<file path="config.mk">
export PLATFORM = sky130hd
export DESIGN_NAME = sa_iport_arb_flat
export DESIGN_NICKNAME = d
export VERILOG_FILES = /design/src/rtl/sa_iport_arb_if.sv /design/src/rtl/sa_iport_arb.sv /design/src/flat_wrapper.sv
export SDC_FILE = /design/constraint.sdc
export NUM_CORES = 1
export LEC_CHECK = 0
export CAP_MARGIN = 15
export CORE_UTILIZATION = 38
export CTS_BUF_LIST = sky130_fd_sc_hd__clkbuf_8 sky130_fd_sc_hd__clkbuf_16
export DETAILED_ROUTE_END_ITERATION = 16
export PLACE_DENSITY = 0.67
export SLEW_MARGIN = 10
export SYNTH_ARGS = -nofsm -noshare
export SYNTH_HDL_FRONTEND = slang
export SYNTH_SLANG_ARGS = --single-unit
</file>
<file path="constraint.sdc">
create_clock -name clk -period 8.67 [get_ports clk]
set_input_delay 1.734 -clock clk [delete_from_list [all_inputs] [get_ports clk]]
set_output_delay 1.734 -clock clk [all_outputs]
set_load 0.005 [all_outputs]
</file>
<file path="src/rtl/sa_iport_arb_if.sv">
// Handshake bundle between one input port's VC buffers, its port-stage arbiter
// and the main switch allocator.
interface sa_iport_arb_if #(
  parameter int V = 4,
  parameter int N = 5
);
  logic [V-1:0]   vc_req;
  logic [V*N-1:0] vc_outport;
  logic [N-1:0]   reqPort_to_main;
  logic           Portgranted_from_main;
  logic [N-1:0]   selOutPort_from_main;
  logic [V-1:0]   vc_grant;
  logic [N-1:0]   xbar_sel;
  logic           st_valid;
  logic           err_proto;

  modport master (
    output vc_req, vc_outport, Portgranted_from_main, selOutPort_from_main,
    input  reqPort_to_main, vc_grant, xbar_sel, st_valid, err_proto
  );

  modport slave (
    input  vc_req, vc_outport, Portgranted_from_main, selOutPort_from_main,
    output reqPort_to_main, vc_grant, xbar_sel, st_valid, err_proto
  );
endinterface

</file>
<file path="src/rtl/sa_iport_arb.sv">
// Input-port stage of the two-stage switch allocator: round-robin VC pick,
// port request to the main allocator, registered dequeue/crossbar pulses.
module sa_iport_arb #(
  parameter int V = 4,
  parameter int N = 5
) (
  input logic           clk,
  input logic           rstn,
  sa_iport_arb_if.slave bus
);
  localparam int          PW       = (V > 1) ? $clog2(V) : 1;
  localparam int unsigned VU       = V;
  localparam logic [PW-1:0] PTR_LAST = PW'(V - 1);

  logic [PW-1:0] r_ptr;
  logic [V-1:0]  r_vc_grant;
  logic [N-1:0]  r_xbar_sel;
  logic          r_st_valid;
  logic          r_err_proto;

  logic [V-1:0]  w_onehot;
  logic [V-1:0]  w_elig;
  logic [V-1:0]  w_grant_vec;
  logic [N-1:0]  w_req_port;
  logic [PW-1:0] w_winner;
  logic [PW-1:0] w_ptr_next;
  logic          w_found;
  logic          w_accept;
  logic          w_proto_err;
  int unsigned   w_ptr_u;
  int unsigned   w_best;
  int unsigned   w_dist;

  function automatic logic is_onehot(input logic [N-1:0] x);
    return (x != '0) && ((x & (x - N'(1))) == '0);
  endfunction

  assign w_ptr_u = 32'(r_ptr);

  always_comb begin
    w_onehot = '0;
    for (int unsigned i = 0; i < VU; i++) begin
      w_onehot[i] = is_onehot(bus.vc_outport[i*N +: N]);
    end
  end

  // A VC granted last cycle is still dequeuing its flit, so it sits out one round.
  assign w_elig = bus.vc_req & ~r_vc_grant & w_onehot;

  // Rotating priority expressed as circular distance from the pointer; the
  // eligible VC with the smallest distance wins. Keeps wrap correct for any V.
  always_comb begin
    w_best     = VU;
    w_dist     = 0;
    w_winner   = '0;
    w_req_port = '0;
    for (int unsigned i = 0; i < VU; i++) begin
      if (w_elig[i]) begin
        w_dist = (i >= w_ptr_u) ? (i - w_ptr_u) : (i + VU - w_ptr_u);
        if (w_dist < w_best) begin
          w_best     = w_dist;
          w_winner   = PW'(i);
          w_req_port = bus.vc_outport[i*N +: N];
        end
      end
    end
  end

  assign w_found = (w_best != VU);

  always_comb begin
    w_grant_vec           = '0;
    w_grant_vec[w_winner] = 1'b1;
  end

  assign w_ptr_next = (w_winner == PTR_LAST) ? '0 : (w_winner + PW'(1));

  assign w_accept = bus.Portgranted_from_main & w_found &
                    (bus.selOutPort_from_main == w_req_port);

  assign w_proto_err = (|(bus.vc_req & ~w_onehot)) |
                       (bus.Portgranted_from_main & ~w_accept);

  always_ff @(posedge clk) begin
    if (!rstn) begin
      r_ptr       <= '0;
      r_vc_grant  <= '0;
      r_xbar_sel  <= '0;
      r_st_valid  <= 1'b0;
      r_err_proto <= 1'b0;
    end else begin
      r_err_proto <= r_err_proto | w_proto_err;
      if (w_accept) begin
        r_vc_grant <= w_grant_vec;
        r_xbar_sel <= bus.selOutPort_from_main;
        r_st_valid <= 1'b1;
        r_ptr      <= w_ptr_next;
      end else begin
        r_vc_grant <= '0;
        r_xbar_sel <= '0;
        r_st_valid <= 1'b0;
      end
    end
  end

  assign bus.reqPort_to_main = w_req_port;
  assign bus.vc_grant        = r_vc_grant;
  assign bus.xbar_sel        = r_xbar_sel;
  assign bus.st_valid        = r_st_valid;
  assign bus.err_proto       = r_err_proto;
endmodule

</file>
<file path="src/flat_wrapper.sv">
// flat-port wrapper written by rule: the top's interface ports become plain ports
module sa_iport_arb_flat 
#(
  parameter int V = 4,
  parameter int N = 5
)
  (clk, rstn, bus_vc_req, bus_vc_outport, bus_Portgranted_from_main, bus_selOutPort_from_main, bus_reqPort_to_main, bus_vc_grant, bus_xbar_sel, bus_st_valid, bus_err_proto);
  sa_iport_arb_if #(.V(V), .N(N)) bus_i ();
  input logic clk;
  input logic rstn;
  input wire logic [$bits(bus_i.vc_req)-1:0] bus_vc_req;
  input wire logic [$bits(bus_i.vc_outport)-1:0] bus_vc_outport;
  input wire logic [$bits(bus_i.Portgranted_from_main)-1:0] bus_Portgranted_from_main;
  input wire logic [$bits(bus_i.selOutPort_from_main)-1:0] bus_selOutPort_from_main;
  output wire logic [$bits(bus_i.reqPort_to_main)-1:0] bus_reqPort_to_main;
  output wire logic [$bits(bus_i.vc_grant)-1:0] bus_vc_grant;
  output wire logic [$bits(bus_i.xbar_sel)-1:0] bus_xbar_sel;
  output wire logic [$bits(bus_i.st_valid)-1:0] bus_st_valid;
  output wire logic [$bits(bus_i.err_proto)-1:0] bus_err_proto;
  assign bus_i.vc_req = bus_vc_req;
  assign bus_i.vc_outport = bus_vc_outport;
  assign bus_i.Portgranted_from_main = bus_Portgranted_from_main;
  assign bus_i.selOutPort_from_main = bus_selOutPort_from_main;
  assign bus_reqPort_to_main = bus_i.reqPort_to_main;
  assign bus_vc_grant = bus_i.vc_grant;
  assign bus_xbar_sel = bus_i.xbar_sel;
  assign bus_st_valid = bus_i.st_valid;
  assign bus_err_proto = bus_i.err_proto;
  sa_iport_arb #(.V(V), .N(N)) u_core (.clk(clk), .rstn(rstn), .bus(bus_i));
endmodule
</file>
==> results.toml <==
[detailed_routing]
total_number_of_vias = 1743
met2RoutedLength_mm = 2.24
viasPerCell = 5.57
detail_route.iter0.violations = 121
first_pass_iters = 4
wire_length_after_detailed_routing_mm = 4.71
post_drt_wl_per_cell_um = 15.0
dr_wl_met3_um = 226
metal_1_wl_mm = 2.24
highest-signal-layer = "met3"
remaining_drc_errors = 0
final_antenna_net_count = 0

[clocking]
tritoncts_num_sinks = 13
cts-hold-fix-buffers = 0
cts_made_buffers = 3
clkTransAtPathRegs_ps = 60
worst_skew_pair.late_latency_ps = 240
cts-root-to-sink-buffers = 2
clock_tree.root_cell = "sky130_fd_sc_hd__clkbuf_8"
ctsHtreeMaxLevel = 1
clock_tree_from_tritoncts = "yes"

[die]
die-area_um2 = 4540
die_y_um = 67.4
floorplan.initialDensity = 0.400
io_pins = 48
design.core.area_um2 = 4060
std_cell_rows = 23
die_w_um = 67.4

[power_and_ir_drop]
power.clock.fraction = 0.263
power_switching_mw = 0.0679
p_seq_frac = 0.294
max_ir_drop_vdd_mv = 0.0713
netSwitchingFraction = 0.328
p_int_mw = 0.139
static-leakage-power_nw = 0.997
pwr_density_cell_nw_per_um2 = 86.4
power.share.combinational = 0.442
power_total_mw = 0.207

[critical_path]
critical_path_peak_fanout = 6
cell_chain_of_the_critical_path = "clkdlybuf4s50_1 > nor3b_2 > a22oi_2 > a21bo_2 > inv_1 > ha_1 > a21o_1 > a21oi_2 > a21boi_4 > o211ai_1 > o31a_1 > ha_1 > o21a_1 > o21ai_1 > nor2b_4 > o21ai_1 > o311a_1 > o21bai_1 > ha_1 > a311oi_4 > a21o_4 > mux2i_4 > inv_1 > clkdlybuf4s50_1"
crit_top_cell = "sky130_fd_sc_hd__ha_1"
arrival_ps = 6670
worstSetupEndpointType = "output pin"
path_buf_inv = 4
timing_worst_setup_path_type = "input port to output pin"
critical_path_required_ps = 6940
critPathMaxStageDelay_ps = 470
crit_path_top_delay_cell = "sky130_fd_sc_hd__clkdlybuf4s50_1"
critical_path.startpoint_type = "input port"
crit_family = "compound AO/OA/AOI/OAI gates"

[final_layout]
final_net_count = 309
drive_above_1_share = 0.186
area.growth.synth_to_final_pct = 47.6
antennaDiodeCount = 0
filler_cell_count = 374
final_cell_mix = "44 x sky130_fd_sc_hd__clkdlybuf4s50_1, 18 x sky130_fd_sc_hd__buf_4, 13 x sky130_fd_sc_hd__ha_1, 13 x sky130_fd_sc_hd__dfxtp_1"
most_common_cell_after_layout_fill_and_taps_aside = "sky130_fd_sc_hd__clkdlybuf4s50_1"

[global_routing]
groute.usage.overall = 0.209
grt_first_pass_wirelength_mm = 7.18
via_count_of_the_first_global_routing_pass = 1529
grt_max_degree = 13
overflow = 0
grt_antenna_before_repair = 0

[synthesis]
synth_seq_area_share = 0.160
synth_area_in_compound_gates = 0.348
synth_xor_xnor_area_share = 0.0694
largest_family_of_logic_cells_by_synthesized_area = "compound AO/OA/AOI/OAI gates"
syn-num-nets = 240
muxShareOfSynthArea = 0.0409
synthArstFlopShare = 0
post_synthesis_share_of_cell_area_spent_on_full_adders_half_adders_and_majority_gates = 0.100
yosys.cell_types.count = 60
ys.flop_type = "sky130_fd_sc_hd__dfxtp_1"
post_synth_and_or_nand_nor_area_fraction = 0.241
synth-edff-count = 0
yosys_warnings = 0
average_size_of_a_mapped_cell_um2 = 8.32
register_bit_total_from_synthesis = 13
post_synth_instance_area_um2 = 1620
syn-instance-count = 195

[outcome]
result_of_the_run = "completed"

[placed_design]
numPortBuffers = 47
last_weighted_congestion_value_of_the_routability_driven_placer = 0.859
dpl.hpwl_mm = 3.72

[sta]
finalSetupViolCount = 0
hold_viol = 0
final.min_clock_period_ps = 8410
fin_skew_ps = 3.40
smallest_hold_slack_ps = 513
fmax_mhz = 119
maxSlewViolCount = 0
finalCritPeriodShare = 0.970

[flow_run]
drv.max_cap_violation_count = 0

[worst_hold_path]
worstHoldPathType = "register to register"
## final timing paths
path | startpoint | endpoint | slack [ps] | cells past startpoint
worst max register to register | u_core.r_ptr[0] | u_core.bus.xbar_sel[2] | 3450 | 24
worst min register to register | u_core.bus.err_proto | u_core.bus.err_proto | 510 | 2
worst min-delay path | u_core.bus.err_proto | u_core.bus.err_proto | 510 | 2
worst max-delay path | bus_vc_outport[3] | bus_reqPort_to_main[0] | 260 | 24
## synth_stat cells, drive strengths merged (3+ instances only)
cell type  number  share of area
nand2           8          0.019
a22oi           3          0.014
nor2            6          0.014
a21oi          11          0.034
o211a           3          0.019
nand3           8          0.025
a31oi           4          0.025
a21o            5          0.028
nor3            7          0.029
nand4           3          0.012
nor2b           6          0.023
xor2            8          0.043
nand2b          6          0.028
and2           11          0.042
a211oi          5          0.026
o21ai           9          0.028
o31ai           4          0.019
nor3b           4          0.022
dfxtp          13           0.16
ha             13           0.10
inv            11          0.025
a211o           3          0.016
o211ai          7          0.035
xnor2           4          0.026
mux2            3          0.021
## tightest hold or removal path, stage by stage (launching register included)
cell,delay (ps)
sky130_fd_sc_hd__dfxtp_1,330
sky130_fd_sc_hd__a211oi_1,50
sky130_fd_sc_hd__a21oi_1,100
## flip-flops by register name, summed over array words and instances (netlist names)
signal / cells
u_core.bus.vc_grant: 4
u_core.bus.err_proto: 1
u_core.bus.st_valid: 1
u_core.bus.xbar_sel: 5
u_core.r_ptr: 2
## power groups by stage
stage	combinational [mW]	sequential [mW]	clock, mW
final	0.0916	0.0610	0.0545
after global routing	0.100	0.0610	0.0600
after CTS	0.0866	0.0610	0.0553
after global placement	0.0848	0.0623	0
after floorplan	0.0461	0.0622	0
after detailed placement	0.0856	0.0623	0
## metrics by stage
stage | cells | util | TNS (ps) | setup slack, ps | cell area (µm²)
2_1_floorplan | 195 | - | 0 | 839 | 1620
3_3_place_gp | 302 | 0.549 | 0 | 5.77 | 2230
3_5_place_dp | 302 | 0.549 | -364 | -97.7 | 2230
4_1_cts | 306 | 0.563 | 0 | 33.1 | 2290
5_1_grt | 313 | 0.591 | -49.1 | -17.3 | 2400
6_report | 313 | 0.591 | 0 | 262 | 2400
## area by class of cell
cell class	instances	area, µm²	area share
multi-input cells	170	1370	0.573
repair buffers	65	613	0.256
flip-flops and latches	13	260	0.109
well taps	50	62.6	0.0261
clock buffers	3	41.3	0.0172
inverters	11	41.3	0.0172
clock inverters	1	5.00	0.00209
## timing repair
| action | 4_1_cts | 5_1_grt |
|---|---|---|
| pin swaps | 0 | 3 |
| setup buffers | 0 | 6 |
| cloned | 0 | 1 |
| endpoints found under the setup margin | 4 | 5 |
| resized for setup | 2 | 16 |
## cells by family after synthesis
group,after synthesis
AND/OR/NAND/NOR,66
flip-flops,13
AO/OA/AOI/OAI,71
XOR/XNOR,12
buffers and inverters,13
multiplexers,5
other,2
adder cells (fa/ha/maj),13
## routing by layer
layer  vias up  global-route usage
met4         0              0.0160
li1        879                   -
met3         0              0.0270
met5         -                   0
met2        36               0.348
met1       828               0.295
(Power assumes the default switching activity.)
